<file path="src/rtl/int_alu_arbiter.sv">
// Round-robin arbiter sharing one combinational integer ALU between two requesters.
// Results are captured with tag and source ID into a small FIFO drained by valid/ready.
module int_alu_arbiter #(
    parameter int FIFO_DEPTH = 2,
    parameter int TAG_W      = 5,
    parameter int CNT_W      = 16
) (
    input  logic              clk_i,
    input  logic              rsn_i,
    input  logic              req0_valid_i,
    input  logic              req1_valid_i,
    output logic              req0_ready_o,
    output logic              req1_ready_o,
    input  logic [31:0]       req0_instr_i,
    input  logic [31:0]       req1_instr_i,
    input  logic [63:0]       req0_data_a_i,
    input  logic [63:0]       req1_data_a_i,
    input  logic [63:0]       req0_data_b_i,
    input  logic [63:0]       req1_data_b_i,
    input  logic [TAG_W-1:0]  req0_tag_i,
    input  logic [TAG_W-1:0]  req1_tag_i,
    output logic [31:0]       alu_instr_o,
    output logic [63:0]       alu_data_a_o,
    output logic [63:0]       alu_data_b_o,
    input  logic [63:0]       alu_data_out_i,
    output logic              res_valid_o,
    input  logic              res_ready_i,
    output logic [63:0]       res_data_o,
    output logic [TAG_W-1:0]  res_tag_o,
    output logic              res_src_o,
    output logic [CNT_W-1:0]  grant_cnt0_o,
    output logic [CNT_W-1:0]  grant_cnt1_o
);

    localparam int              PTR_W = (FIFO_DEPTH > 1) ? $clog2(FIFO_DEPTH) : 1;
    localparam logic [PTR_W:0]  FULL  = (PTR_W + 1)'(FIFO_DEPTH);

    typedef struct packed {
        logic [63:0]      data;
        logic [TAG_W-1:0] tag;
        logic             src;
    } entry_t;

    entry_t             mem_q [FIFO_DEPTH];
    entry_t             wr_entry;
    entry_t             head;
    logic [PTR_W-1:0]   wr_ptr_q, wr_ptr_d;
    logic [PTR_W-1:0]   rd_ptr_q, rd_ptr_d;
    logic [PTR_W:0]     count_q, count_d;
    logic               last_q, last_d;
    logic [CNT_W-1:0]   cnt0_q, cnt0_d;
    logic [CNT_W-1:0]   cnt1_q, cnt1_d;
    logic               gnt0, gnt1, enq, deq, space;

    assign res_valid_o = (count_q != '0);
    assign deq         = res_valid_o && res_ready_i;
    // A dequeue in the same cycle frees its slot, so a full FIFO can still accept.
    assign space       = (count_q < FULL) || deq;

    // NOTE: every output of a combinational block gets a default first, so no path infers a latch.
    always_comb begin
        gnt0 = 1'b0;
        gnt1 = 1'b0;
        if (rsn_i && space) begin
            if (req0_valid_i && req1_valid_i) begin
                gnt0 = last_q;
                gnt1 = !last_q;
            end else begin
                gnt0 = req0_valid_i;
                gnt1 = req1_valid_i;
            end
        end
    end

    always_comb begin
        alu_instr_o  = '0;
        alu_data_a_o = '0;
        alu_data_b_o = '0;
        wr_entry     = '0;
        if (gnt0) begin
            alu_instr_o  = req0_instr_i;
            alu_data_a_o = req0_data_a_i;
            alu_data_b_o = req0_data_b_i;
            wr_entry.tag = req0_tag_i;
        end else if (gnt1) begin
            alu_instr_o  = req1_instr_i;
            alu_data_a_o = req1_data_a_i;
            alu_data_b_o = req1_data_b_i;
            wr_entry.tag = req1_tag_i;
        end
        wr_entry.data = alu_data_out_i;
        wr_entry.src  = gnt1;
    end

    assign req0_ready_o = gnt0;
    assign req1_ready_o = gnt1;
    assign enq          = gnt0 || gnt1;

    always_comb begin
        wr_ptr_d = enq ? wr_ptr_q + 1'b1 : wr_ptr_q;
        rd_ptr_d = deq ? rd_ptr_q + 1'b1 : rd_ptr_q;
        count_d  = count_q;
        unique case ({enq, deq})
            2'b10:   count_d = count_q + 1'b1;
            2'b01:   count_d = count_q - 1'b1;
            default: count_d = count_q;
        endcase
        last_d = enq ? gnt1 : last_q;
        cnt0_d = (gnt0 && (cnt0_q != '1)) ? cnt0_q + 1'b1 : cnt0_q;
        cnt1_d = (gnt1 && (cnt1_q != '1)) ? cnt1_q + 1'b1 : cnt1_q;
    end

    // NOTE: sequential state uses non-blocking assignments so all flops update together at the edge.
    always_ff @(posedge clk_i or negedge rsn_i) begin
        if (!rsn_i) begin
            wr_ptr_q <= '0;
            rd_ptr_q <= '0;
            count_q  <= '0;
            last_q   <= 1'b1;
            cnt0_q   <= '0;
            cnt1_q   <= '0;
        end else begin
            wr_ptr_q <= wr_ptr_d;
            rd_ptr_q <= rd_ptr_d;
            count_q  <= count_d;
            last_q   <= last_d;
            cnt0_q   <= cnt0_d;
            cnt1_q   <= cnt1_d;
        end
    end

    // NOTE: storage is not reset; count_q alone decides whether an entry is visible.
    always_ff @(posedge clk_i) begin
        if (enq) begin
            mem_q[wr_ptr_q] <= wr_entry;
        end
    end

    assign head         = mem_q[rd_ptr_q];
    assign res_data_o   = head.data;
    assign res_tag_o    = head.tag;
    assign res_src_o    = head.src;
    assign grant_cnt0_o = cnt0_q;
    assign grant_cnt1_o = cnt1_q;

endmodule

</file>
<file path="config.mk">
export PLATFORM = sky130hd
export DESIGN_NAME = int_alu_arbiter
export DESIGN_NICKNAME = d
export VERILOG_FILES = /design/src/rtl/int_alu_arbiter.sv
export SDC_FILE = /design/constraint.sdc
export NUM_CORES = 1
export LEC_CHECK = 0
export BUFFER_PORTS_ARGS = -buffer_cell sky130_fd_sc_hd__buf_2
export CAP_MARGIN = 20
export CELL_PAD_IN_SITES_DETAIL_PLACEMENT = 1
export CELL_PAD_IN_SITES_GLOBAL_PLACEMENT = 2
export CORE_AREA = 2 2 260 262
export DETAILED_ROUTE_END_ITERATION = 6
export DIE_AREA = 0 0 262 264
export PLACE_DENSITY = 0.55
export SLEW_MARGIN = 20
export SYNTH_ARGS = -nofsm -noshare
export SYNTH_HDL_FRONTEND = slang
export SYNTH_SLANG_ARGS = --single-unit
</file>
<file path="constraint.sdc">
create_clock -name clk_i -period 6.3 [get_ports clk_i]
set_clock_uncertainty 0.05 [all_clocks]
set_input_delay 1.26 -clock clk_i [delete_from_list [all_inputs] [get_ports clk_i]]
set_output_delay 1.26 -clock clk_i [all_outputs]
set_load 0.05 [all_outputs]
</file>
Word-level counts from Yosys, hierarchy flattened
Memory sizes are Yosys's and may differ from the RTL's. Cells that the tools add are included.

Bits in registers: 37. Bits in writable memories: 140. Bits of input ports: 399. Memories kept: 1.

Memory list: mem_q (words 2, width 70, rd ports 1, clocked after memory_dff 0, wr ports 1, RTL line 44) `entry_t mem_q [FIFO_DEPTH];`.

Add/subtract/negate cells: 6. Order comparisons: 1. Eq/ne operators: 4. Muxes and demuxes: 15. Reduce and logical (&&, ||, !) cells: 10.

Operators with widths (count): 64-bit 2-to-1 mux (4); 32-bit 2-to-1 mux (2); 16-bit by 1-bit adder with 16-bit output (second input constant) (2); 16-bit inequality test (second input constant) (2); 5-bit 2-to-1 mux (2); 1-bit 2-to-1 mux (6); 1-bit logical AND (5); 2-bit case mux with 2 select lines (1); 2-bit nonzero test (2); 1-bit adder (second input constant) (2); 2-bit by 1-bit adder with 2-bit output (second input constant) (1); 2-bit by 1-bit equality test with 1-bit output (second input constant) (1); 2-bit equality test (second input constant) (1); 1-bit logical OR (2); 2-bit less-than comparator (second input constant) (1); 2-bit by 1-bit subtractor with 2-bit output (second input constant) (1); 1-bit logical NOT (1).

Logic depth before layout (Yosys ltp)
Word-level depth: 8. Gate-level depth with buffers: 8. Depth with buffers taken out: 8.

Worst setup path after synthesis
No wires, ideal clock.

Path type: input to register. Start point: input res_ready_i. End point: memory mem_q[1][0] in the netlist's numbering, enable pin. Library setup time: 509 ps. Data arrival time: 4918 ps. Required time: 5741 ps. Slack: 823 ps. Cell stages on the path: 5. Cell sequence: nand2b_1 > nand4_1 > inv_2 > nor2_1 > nor2b_1.

Cells in the longest elaborated chain, start to end: 7. Elaborated cells on any way between the ends: 8.

Ends and longest elaborated chain: start, declared (RTL line 27) `input logic res_ready_i,`; 1-bit logical AND * (RTL line 56) `assign deq = res_valid_o && res_ready_i;`; 1-bit logical OR * (RTL line 58) `assign space = (count_q < FULL) || deq;`; 1-bit logical AND * (RTL line 64) `if (rsn_i && space) begin`; 1-bit 2-to-1 mux (RTL line 64); 1-bit logical OR * (RTL line 97) `assign enq = gnt0 || gnt1;`; 1-bit 2-to-1 mux * (RTL line 134) `if (enq) begin`; 1-bit 2-to-1 mux (implied by the code) * (RTL line 135) `mem_q[wr_ptr_q] <= wr_entry;`; end, declared (RTL line 44).

Mark *: on every way between the ends. The rest lies on a longest branch, timed or not.

Worst setup path after layout
Start point: input rsn_i. End point: output alu_data_a_o[60].

Cells in the longest elaborated chain, start to end: 4. Elaborated cells on any way between the ends: 5.

Ends and longest elaborated chain: start, declared (RTL line 9) `input logic rsn_i,`; 1-bit logical AND * (RTL line 64); 1-bit 2-to-1 mux (RTL line 64); 64-bit 2-to-1 mux (RTL line 85) `end else if (gnt1) begin`; 64-bit 2-to-1 mux * (RTL line 80) `if (gnt0) begin`; end, declared (RTL line 23) `output logic [63:0] alu_data_a_o,`.

Marks and branches as above.

==> impl_metrics.tcl <==
set metrics [dict create \
    status "finished, final reports clean" \
    r2r_setup_slack_ps 2790 \
    hold_viol_final 0 \
    antenna_found_initial 13 \
    syn_area_per_cell_um2 14.45 \
    port_buffers 663 \
    reg2regPathDepth 7 \
    grt_setup_unrepaired "no" \
    syn_inst 582 \
    clkSinkCount 177 \
    worst-setup-path-type "input port to primary output" \
    hold_class "register to register" \
    fp.dieArea_um2 69170 \
    holdPathStages 1 \
    min_to "count_q[1]" \
    synth_edf_count 140 \
    h-tree-depth 4 \
    grt_pass1_wl_um 61220 \
    tightest_slew_ps 681.7 \
    vdd_drop_max_v 0.0001449 \
    cts_tree "yes" \
    place_congestion 0.9011 \
    grt_pass1_vias 8470 \
    first_pass_iters 4 \
    nNetsFinal 1635 \
    worstHoldStart "count_q[1]" \
    yosysWarnings 0 \
    period_needed_ps 4677 \
    max_freq_mhz 213.8 \
    initialDrtViolationCount 391 \
    fin_util_pct 20.15 \
    die-height_um 264 \
    synthDistinctLibCells 38 \
    hold_buffers 0 \
    cts_root_buffer "clkbuf_16" \
    die_w_um 262 \
    synth_top_cell_by_area "edfxtp_1" \
    reg2reg_to "mem_q[0][42]" \
    core_area_um2 66560 \
    required_ps 4990 \
    avgViaCountPerCell 3.836 \
    hpwl_um 36050 \
    synth-async-reset-ratio_pct 20.90 \
    relSlewSlack_pct 54.55 \
    fin_cells 2124 \
    power_per_cell_area_nw_per_um2 402.0 \
    wl_um 44710 \
    wire_per_inst_um 21.05 \
    synth_seq_cells 177 \
    gr-usage-all-layers_pct 12.40 \
    worstSetupEndpointType "primary output" \
    syn_area_um2 8408 \
    via_count 8148 \
    fillCellCount 7760 \
    drc 0 \
    min_period_over_period_pct 74.24 \
    cp.arrival_ps 3370 \
    syn_nets 984 \
    rows 95 \
    cts_setup_buffers 0 \
    pin_count 664 \
    grt_max_degree 80 \
    yosysSeqAreaShare_pct 61.03 \
    drive_gt1_share_pct 63.56 \
    maxCapViolations 0 \
    syn2layout_area_growth_pct 59.51 \
    slew_violations 0 \
    setup_viol_count_final 0 \
    yosys-top-cells-area "edfxtp_1, a22o_1, dfrtp_1" \
    cts_resized 0 \
    synth-main-ff-cell "edfxtp_1" \
    clock_latency_ps 460 \
    cp-start-kind "input port" \
    p_leak_uw 0.006202 \
    dp_cells 2087 \
    crit_path_max_fanout 76 \
    yosysTopAreaCellShare_pct 50.00 \
    clkTransAtPathRegs_ps 70 \
    ant_nets 0 \
    cts_buffer_depth 2 \
    tns_ps 0 \
    finalHoldWorstSlack_ps 448.9 \
    gr-total-overflow 0 \
    cts-buffers-inserted 17 \
    reg2reg_from "count_q[1]" \
    start_util_pct 12.63 \
]
## cells in the final DEF (no fill, tap or decap), types with 2 or more instances in the layout
cell       netlist  final
bufinv_16        0      2
xor2_1          15     15
and4_1           4      4
nand4_1         13     13
nand2_1          9      9
ha_1             3      3
mux2_2          72     72
a22o_1         165    165
dfrtp_1         36     35
a41oi_1          2      2
inv_6            0      4
edfxtp_1       140    140
clkinv_8         0      3
nor2_1          18     17
buf_4            0     13
inv_8            0      4
diode_2          0      5
clkbuf_16        0     17
inv_1            4      4
and3_1           4      4
xnor2_1         15     15
nand3_1         11     11
nor3_1           6      6
buf_12           0      2
buf_2           32    663
## worst max-delay path, cell delays in order
cell and delay [ps]:
buf_2 290, nand4_1 300, inv_6 510, buf_12 320
a22o_1 230, buf_2 300
## layout make-up
cell class              instances  area [µm²]  area share [%]
diodes                          5       12.51         0.09329
clock buffers                  17       425.4           3.172
clock inverters                15       197.7           1.474
inverters                       5       23.77          0.1773
multi-input cells             354        3069           22.88
flip-flops and latches        177        5135           38.29
well taps                     873        1092           8.144
repair buffers                678        3456           25.77
## cells in the mapped netlist (all sizes together) (2+ instances only)
cell type / number
nand3: 12
nand2: 10
edfxtp: 140
dfrtp: 36
ha: 3
nand4: 14
xnor2: 15
clkbuf: 13
buf: 33
inv: 5
and3: 4
nor2: 18
xor2: 15
a41oi: 2
nor3: 6
mux2: 73
a22o: 165
and4: 4
## worst max path at each step
| stage | start | end | slack [ps] |
|---|---|---|---|
| 5_1_grt | rsn_i | alu_data_a_o[60] | 1450 |
| 2_1_floorplan | res_ready_i | mem_q[1][0] | 820 |
| 3_3_place_gp | rsn_i | alu_data_a_o[60] | 1620 |
| 6_report | rsn_i | alu_data_a_o[60] | 1620 |
| 4_1_cts | rsn_i | alu_data_a_o[60] | 1580 |
| 3_5_place_dp | rsn_i | alu_data_a_o[60] | 1590 |
## state kept, by name, summed over array words and instances (netlist names)
name	cells
grant_cnt1_o	16
mem_q	140
count_q	2
last_q	1
rd_ptr_q	1
wr_ptr_q	1
grant_cnt0_o	16
## stage by stage
step | cell area, µm² | setup slack, ps | power [µW]
6_report | 13410 | 1623 | 5391
2_1_floorplan | 8408 | 823.1 | 3554
5_1_grt | 13410 | 1455 | 5632
4_1_cts | 13400 | 1576 | 5486
3_5_place_dp | 12780 | 1588 | 4309
3_3_place_gp | 12780 | 1619 | 4300
## metal layers
| metal | vias up | wire length, µm | global-route usage (%) |
|---|---|---|---|
| met3 | 41 | 3746 | 3.953 |
| met5 | - | 21 | 0 |
| met1 | 4029 | 18820 | 15.56 |
| li1 | 3661 | - | - |
| met4 | 4 | 711 | 3.543 |
| met2 | 413 | 21410 | 20.25 |
## cell families after synthesis
kind of cell | share of synthesized area (%)
multiplexers | 9.777
flip-flops | 61.03
XOR/XNOR | 3.125
AO/OA/AOI/OAI | 17.96
buffers and inverters | 2.753
AND/OR/NAND/NOR | 4.911
adder cells (fa/ha/maj) | 0.4465
## where the power goes
group | switching (µW) | leakage, µW | internal, µW
logic | 1930 | 0.00413 | 703
registers | 132 | 0.00177 | 1490
clock network | 533 | 0.000306 | 607
total | 2590 | 0.00620 | 2800
Power figures use the tool's default switching activity.
